--- src/rtl/axi_lite_req_arbiter.sv ---
// Round-robin arbiter that shares one AXI4-Lite slave between NUM_REQ simple requesters.
// One transaction is in flight at a time; the response returns only to the granted requester.
module axi_lite_req_arbiter #(
    parameter int NUM_REQ    = 2,
    parameter int ADDR_WIDTH = 32,
    parameter int DATA_WIDTH = 32,
    localparam int STRB_WIDTH = DATA_WIDTH / 8
) (
    input  logic                           ACLK,
    input  logic                           ARESET,
    input  logic [NUM_REQ-1:0]             req_valid,
    output logic [NUM_REQ-1:0]             req_ready,
    input  logic [NUM_REQ-1:0]             req_write,
    input  logic [NUM_REQ*ADDR_WIDTH-1:0]  req_addr,
    input  logic [NUM_REQ*DATA_WIDTH-1:0]  req_wdata,
    input  logic [NUM_REQ*STRB_WIDTH-1:0]  req_wstrb,
    output logic [NUM_REQ-1:0]             rsp_valid,
    output logic [DATA_WIDTH-1:0]          rsp_rdata,
    output logic [1:0]                     rsp_resp,
    output logic [ADDR_WIDTH-1:0]          AWADDR,
    output logic                           AWVALID,
    input  logic                           AWREADY,
    output logic [DATA_WIDTH-1:0]          WDATA,
    output logic [STRB_WIDTH-1:0]          WSTRB,
    output logic                           WVALID,
    input  logic                           WREADY,
    input  logic [1:0]                     BRESP,
    input  logic                           BVALID,
    output logic                           BREADY,
    output logic [ADDR_WIDTH-1:0]          ARADDR,
    output logic                           ARVALID,
    input  logic                           ARREADY,
    input  logic [DATA_WIDTH-1:0]          RDATA,
    input  logic [1:0]                     RRESP,
    input  logic                           RVALID,
    output logic                           RREADY
);

    localparam int IDXW = $clog2(NUM_REQ);

    typedef enum logic [2:0] {
        IDLE,
        WR_REQ,
        WR_RESP,
        RD_REQ,
        RD_RESP,
        DONE
    } state_t;

    state_t                  state_q, state_d;
    logic [IDXW-1:0]         last_grant_q, last_grant_d;
    logic [IDXW-1:0]         grant_q, grant_d;
    logic [ADDR_WIDTH-1:0]   addr_q, addr_d;
    logic [DATA_WIDTH-1:0]   wdata_q, wdata_d;
    logic [STRB_WIDTH-1:0]   wstrb_q, wstrb_d;
    logic                    aw_done_q, aw_done_d;
    logic                    w_done_q, w_done_d;
    logic [DATA_WIDTH-1:0]   rdata_q, rdata_d;
    logic [1:0]              resp_q, resp_d;

    logic                    win_found;
    logic [IDXW-1:0]         win_idx;

    function automatic logic [IDXW-1:0] wrap_idx(input int v);
        return IDXW'(v % NUM_REQ);
    endfunction

    // Scan starts one past the last winner, so an idle requester costs nothing.
    always_comb begin
        win_found = 1'b0;
        win_idx   = '0;
        for (int k = 1; k <= NUM_REQ; k++) begin
            if (!win_found && req_valid[wrap_idx(int'(last_grant_q) + k)]) begin
                win_found = 1'b1;
                win_idx   = wrap_idx(int'(last_grant_q) + k);
            end
        end
    end

    always_ff @(posedge ACLK) begin
        if (ARESET) begin
            state_q      <= IDLE;
            last_grant_q <= IDXW'(NUM_REQ - 1);
            grant_q      <= '0;
            addr_q       <= '0;
            wdata_q      <= '0;
            wstrb_q      <= '0;
            aw_done_q    <= 1'b0;
            w_done_q     <= 1'b0;
            rdata_q      <= '0;
            resp_q       <= '0;
        end else begin
            state_q      <= state_d;
            last_grant_q <= last_grant_d;
            grant_q      <= grant_d;
            addr_q       <= addr_d;
            wdata_q      <= wdata_d;
            wstrb_q      <= wstrb_d;
            aw_done_q    <= aw_done_d;
            w_done_q     <= w_done_d;
            rdata_q      <= rdata_d;
            resp_q       <= resp_d;
        end
    end

    always_comb begin
        state_d      = state_q;
        last_grant_d = last_grant_q;
        grant_d      = grant_q;
        addr_d       = addr_q;
        wdata_d      = wdata_q;
        wstrb_d      = wstrb_q;
        aw_done_d    = aw_done_q;
        w_done_d     = w_done_q;
        rdata_d      = rdata_q;
        resp_d       = resp_q;
        req_ready    = '0;

        unique case (state_q)
            IDLE: begin
                if (win_found) begin
                    req_ready[win_idx] = 1'b1;
                    grant_d      = win_idx;
                    last_grant_d = win_idx;
                    addr_d       = req_addr[win_idx*ADDR_WIDTH +: ADDR_WIDTH];
                    wdata_d      = req_wdata[win_idx*DATA_WIDTH +: DATA_WIDTH];
                    wstrb_d      = req_wstrb[win_idx*STRB_WIDTH +: STRB_WIDTH];
                    aw_done_d    = 1'b0;
                    w_done_d     = 1'b0;
                    state_d      = req_write[win_idx] ? WR_REQ : RD_REQ;
                end
            end
            WR_REQ: begin
                // AW and W complete independently, so slaves ordering them either way progress.
                aw_done_d = aw_done_q | AWREADY;
                w_done_d  = w_done_q | WREADY;
                if ((aw_done_q | AWREADY) && (w_done_q | WREADY)) begin
                    state_d = WR_RESP;
                end
            end
            WR_RESP: begin
                if (BVALID) begin
                    resp_d  = BRESP;
                    rdata_d = '0;
                    state_d = DONE;
                end
            end
            RD_REQ: begin
                if (ARREADY) begin
                    state_d = RD_RESP;
                end
            end
            RD_RESP: begin
                if (RVALID) begin
                    rdata_d = RDATA;
                    resp_d  = RRESP;
                    state_d = DONE;
                end
            end
            DONE: begin
                state_d = IDLE;
            end
            default: begin
                state_d = IDLE;
            end
        endcase
    end

    assign AWADDR    = addr_q;
    assign ARADDR    = addr_q;
    assign WDATA     = wdata_q;
    assign WSTRB     = wstrb_q;
    assign AWVALID   = (state_q == WR_REQ) && !aw_done_q;
    assign WVALID    = (state_q == WR_REQ) && !w_done_q;
    assign BREADY    = (state_q == WR_RESP);
    assign ARVALID   = (state_q == RD_REQ);
    assign RREADY    = (state_q == RD_RESP);
    assign rsp_valid = (state_q == DONE) ? (NUM_REQ'(1) << grant_q) : '0;
    assign rsp_rdata = rdata_q;
    assign rsp_resp  = resp_q;

endmodule
--- config.mk ---
export PLATFORM = sky130hd
export DESIGN_NAME = axi_lite_req_arbiter
export DESIGN_NICKNAME = d
export VERILOG_FILES = /design/src/rtl/axi_lite_req_arbiter.sv
export SDC_FILE = /design/constraint.sdc
export NUM_CORES = 1
export LEC_CHECK = 0
export ABC_AREA = 1
export BUFFER_PORTS_ARGS = -buffer_cell sky130_fd_sc_hd__buf_2
export CAP_MARGIN = 20
export CORE_ASPECT_RATIO = 0.75
export CORE_MARGIN = 3
export CORE_UTILIZATION = 25
export DETAILED_ROUTE_END_ITERATION = 7
export MAX_ROUTING_LAYER = met4
export SETUP_SLACK_MARGIN = 0.4
export SLEW_MARGIN = 20
export SYNTH_ARGS = -nofsm -noshare
export SYNTH_HDL_FRONTEND = slang
export SYNTH_SLANG_ARGS = --single-unit
export TNS_END_PERCENT = 20
--- constraint.sdc ---
create_clock -name ACLK -period 1.3 [get_ports ACLK]
set_input_delay 0.13 -clock ACLK [delete_from_list [all_inputs] [get_ports ACLK]]
set_output_delay 0.13 -clock ACLK [all_outputs]
set_load 0.005 [all_outputs]
# [Word-level counts from Yosys, hierarchy flattened]
# Index checks and enable logic that the tools add are counted.
[classes] reduce_logical=15 shift=4 mux=31 add_sub_neg=2 n_eq_ne=10 order_cmp=4 bitwise=2
[op_table] cell="64-bit by 7-bit variable part select with 32-bit output" count=2
[op_table] cell="32-bit two-way mux" count=2
[op_table] cell="32-bit case mux with 2 select lines" count=1
[op_table] cell="3-bit two-way mux" count=5
[op_table] cell="3-bit case mux with 5 select lines" count=1
[op_table] cell="1-bit two-way mux" count=12
[op_table] cell="2-bit two-way mux" count=6
[op_table] cell="2-bit inequality test, second input constant" count=4
[op_table] cell="8-bit by 4-bit variable part select with 4-bit output" count=1
[op_table] cell="3-bit by 2-bit equality test with 1-bit output, second input constant" count=2
[op_table] cell="3-bit equality test, second input constant" count=2
[op_table] cell="1-bit by 2-bit < comparator with 1-bit output, second input constant" count=3
[op_table] cell="1-bit logical AND" count=5
[op_table] cell="5-bit AND reduction" count=1
[op_table] cell="1-bit case mux with 2 select lines" count=2
[op_table] cell="2-bit case mux with 2 select lines" count=1
[op_table] cell="2-bit AND reduction" count=2
[op_table] cell="2-bit nonzero test" count=2
[op_table] cell="3-bit by 1-bit equality test with 1-bit output, second input constant" count=1
[op_table] cell="1-bit logical NOT" count=3
[op_table] cell="3-bit logical NOT" count=1
[op_table] cell="3-bit AND reduction" count=1
[op_table] cell="1-bit adder, second input constant" count=2
[op_table] cell="2-bit by 1-bit inequality test with 1-bit output, second input constant" count=1
[op_table] cell="other kinds (4)" count=5
[word_totals] ff_bits=109 inputBits=183 output_inout_bits=143 wordCells=78

# [Logic depth before layout (Yosys ltp)]
[logic_depth] word_depth=13 mapped_depth=9

# [Worst setup path after synthesis]
# No wires, ideal clock.
[synth_path] path_kind="reg2reg" from="register state_q[1]" to="register addr_q[16], in the netlist ARADDR[16]" required_ns=1.226 synth_period_minus_slack_ns=1.283 stages_incl_launch_ff=10 t_arrival_ns=1.209 path_buffers=2 setup_slack_ns=0.017 cell_sequence="dfxtp_1 > nor2_2 > nand2_2 > inv_2 > nand2_4 > nor2_4 > buf_6 > buf_6 > nand2_1 > a31oi_1"
[synth_between] elab_chain_len=2
[synth_rtl] element="from (decl)" line="50" rtl="state_t state_q, state_d;"
[synth_rtl] element="from (signal assigned)" line="93" rtl="state_q <= state_d;"
[synth_rtl] element="3-bit logical NOT" line="119" rtl="unique case (state_q)"
[synth_rtl] element="2-bit AND reduction (no source line)"
[synth_rtl] element="to (signal assigned)" line="96" rtl="addr_q <= addr_d;"
[synth_rtl] element="to (decl)" line="53" rtl="logic [ADDR_WIDTH-1:0] addr_q, addr_d;"
# No other way between the ends.
# A chain may end at the register's enable or synchronous reset.

# [Worst setup path after layout]
[layout_path] from="register state_q[1]" to="output port req_ready[0]"
[layout_between] elab_chain_len=2
[layout_rtl] element="3-bit logical NOT" line="119"
[layout_rtl] element="2-bit two-way mux" line="119"
[layout_rtl] element="to (decl)" line="12" rtl="output logic [NUM_REQ-1:0] req_ready,"
# No other way between the ends.

==> results.yml <==
synthesis:
  yosysUniqueCellTypes: 21
  ys_seq_area_frac: 0.476
  synth_fp_nets: 817
  synthAdderAreaFrac: 0
  synth-xor-area-share: 0
  yosys.area_share.simple: 0.281
  syn_area_um2: 4590
  syn_inst: 634
  synth_top_family_by_area: "simple AND/OR/NAND/NOR gates"
  avgSynthCellArea_um2: 7.23
  ys_warn_count: 0
  synth-compound-area-share: 0.137
  synthMuxAreaShare: 0
  ys_ff_latch: 109
power_and_ir_drop:
  ir_worst_vdd_uv: 844
  leakage_nw: 3.58
  power_density_nw_per_um2: 1940
timing:
  finalClockSkew_ps: 8.95
  worst_pin_slew_ps: 394
  hold_violations: 0
  period_needed_ps: 1520
  setup_ws_ps: -224
  slew_headroom: 0.738
  finalSetupViolCount: 111
  min_period_over_period: 1.17
  fin_setup_tns_ps: -16120
  rsz0062_at_grt: "yes"
  fmax_ghz: 0.656
  slew_violations: 0
placement:
  gp_congestion: 0.803
  dpl.hpwl_um: 12200
  place_area_um2: 6400
  port_buffers: 325
final_layout:
  fillerInstances: 1788
  utilization: 0.425
  drive_above_1_share: 0.483
  fin_area_um2: 7580
  nets: 1135
  area_growth_pct: 65.2
floorplanning:
  num_rows: 42
  ioPinCount: 326
  die_w_um: 162
  dieArea_um2: 20000
  core_area_um2: 17800
  start_util: 0.257
  die_h_um: 123
clocking:
  cts_buffer_depth: 2
  cts_root_buf: "clkbuf_16"
  clock_latency_ps: 350
  ctsHtreeMaxLevel: 3
  clk_pin_slew_ps: 80
  cts_tree: "done"
  cts_sinks: 109
  numCtsBuffers: 9
route:
  ant_nets: 0
  wl_um: 18500
  drt-wirelength-per-cell_um: 15.4
  vias_per_cell: 4.52
  via_count: 5423
  drtIter0Drc: 272
  first_pass_iters: 5
  drcViolationCount: 0
global_routing:
  first_global_vias: 4800
  grt_usage: 0.169
  grt_max_degree: 39
  grt_pass1_wl_um: 25900
  grt-ovfl-total: 0
  antenna_found_initial: 1
worst_setup_path:
  crit_fanout: 3
  critPathLaunchType: "flop"
  crit_path_end_kind: "output port"
  crit_type: "flop to output port"
  critPathArrivalTime_ps: 1390
  cp.required_ps: 1170
  worstRegToRegCells: 9
outcome:
  status: "complete, but fails checks"
  violations: "negative setup slack"
hold_path:
  min_path_cells: 3
  hold_class: "input pin to flop"
run:
  cap_violations: 0
-- report_power, final --
part           switching (mW)  internal, mW
clock                    1.40          1.35
sequential              0.563          4.15
combinational            3.71          3.56
total                    5.67          9.06
-- worst paths after layout --
| path | endpoint | slack, ps | from |
|---|---|---|---|
| worst min register to register | rsp_rdata[6]$_SDFFE_PP0P_ | 460 | rsp_rdata[6]$_SDFFE_PP0P_ |
| worst max-delay path | req_ready[0] | -220 | state_q[1]$_SDFFE_PP0P_ |
| worst min-delay path | rsp_rdata[15]$_SDFFE_PP0P_ | 20 | RDATA[15] |
| worst max register to register | WDATA[2]$_SDFFE_PP0P_ | -200 | state_q[1]$_SDFFE_PP0P_ |
-- through the flow --
stage	hold slack (ps)	std cells	setup slack, ps	total power, mW
after global placement	380	1154	-57.4	9.88
after detailed placement	384	1154	-102	9.89
after floorplan	273	634	48.9	7.67
after global routing	11.8	1200	-304	15.6
final	22.7	1200	-224	14.7
after CTS	0.693	1194	-222	14.0
-- synthesized netlist by cell type --
cell,n,area [µm²]
clkbuf_1,17,63.8
nand3_2,1,10.0
o21ai_0,2,10.0
or2_2,1,6.26
nand2_4,1,11.3
a31oi_1,68,425
buf_4,35,263
buf_2,17,85.1
nand3b_1,1,7.51
inv_1,13,48.8
a21oi_1,39,195
nor2_1,17,63.8
nand2_1,298,1120
dfxtp_1,109,2180
inv_2,1,3.75
nor2_4,1,11.3
nor3_1,1,5.00
nand3_1,7,35.0
nor2_2,2,12.5
buf_6,2,22.5
nand2_2,1,6.26
-- critical path, stage by stage (launching register included) --
cell and delay [ps]:
dfxtp_4 370, nor2_4 150, nand2_4 90, inv_4 70, nand2_4 50, nor2_4 120
buf_12 120, buf_6 80
-- state kept, by name (all words and copies together) (netlist names), 2 cells and up --
signal	flops
state_q	3
rsp_resp	2
WSTRB	4
rsp_rdata	32
WDATA	32
ARADDR	32
-- repair_timing --
action,4_1_cts,5_1_grt
pin swaps,12,39
buffers inserted,12,3
hold buffers,6,0
hold endpoints to repair,6,0
cloned,6,2
resized for setup,48,78
endpoints found under the setup margin,252,252
-- final cells by class --
type	count	area [µm²]	area share
well taps	242	303	0.0400
clock inverters	7	65.1	0.00859
repair buffers	378	2460	0.325
multi-input cells	440	2260	0.299
clock buffers	9	225	0.0297
flip-flops and latches	109	2190	0.289
diodes	1	2.50	0.000330
inverters	14	62.6	0.00825
-- logic make-up (layout without fill, tap and decap cells) --
logic type,after synthesis,count (layout)
other cells,0,1
flops,109,109
compound gates,109,109
buf+inv,85,408
simple gates,331,331
-- cells in the final DEF, fill, tap and decap left out, drive strengths merged --
cell type,n
inv,17
clkinv,1
o21ai,2
dfxtp,109
diode,1
or2,1
clkinvlp,3
dlygate4sd3,6
a21oi,39
clkbuf,11
nor3,1
nor2,20
nand2,300
buf,370
a31oi,68
nand3b,1
nand3,8
-- routing by layer --
layer,part of all wire,GRT usage,up-vias
met5,0,-,-
met4,0.015,0.0469,0
met3,0.066,0.0352,22
met2,0.50,0.274,234
met1,0.42,0.215,2502
li1,-,-,2665
No activity file was read; power rests on OpenSTA's default activity.
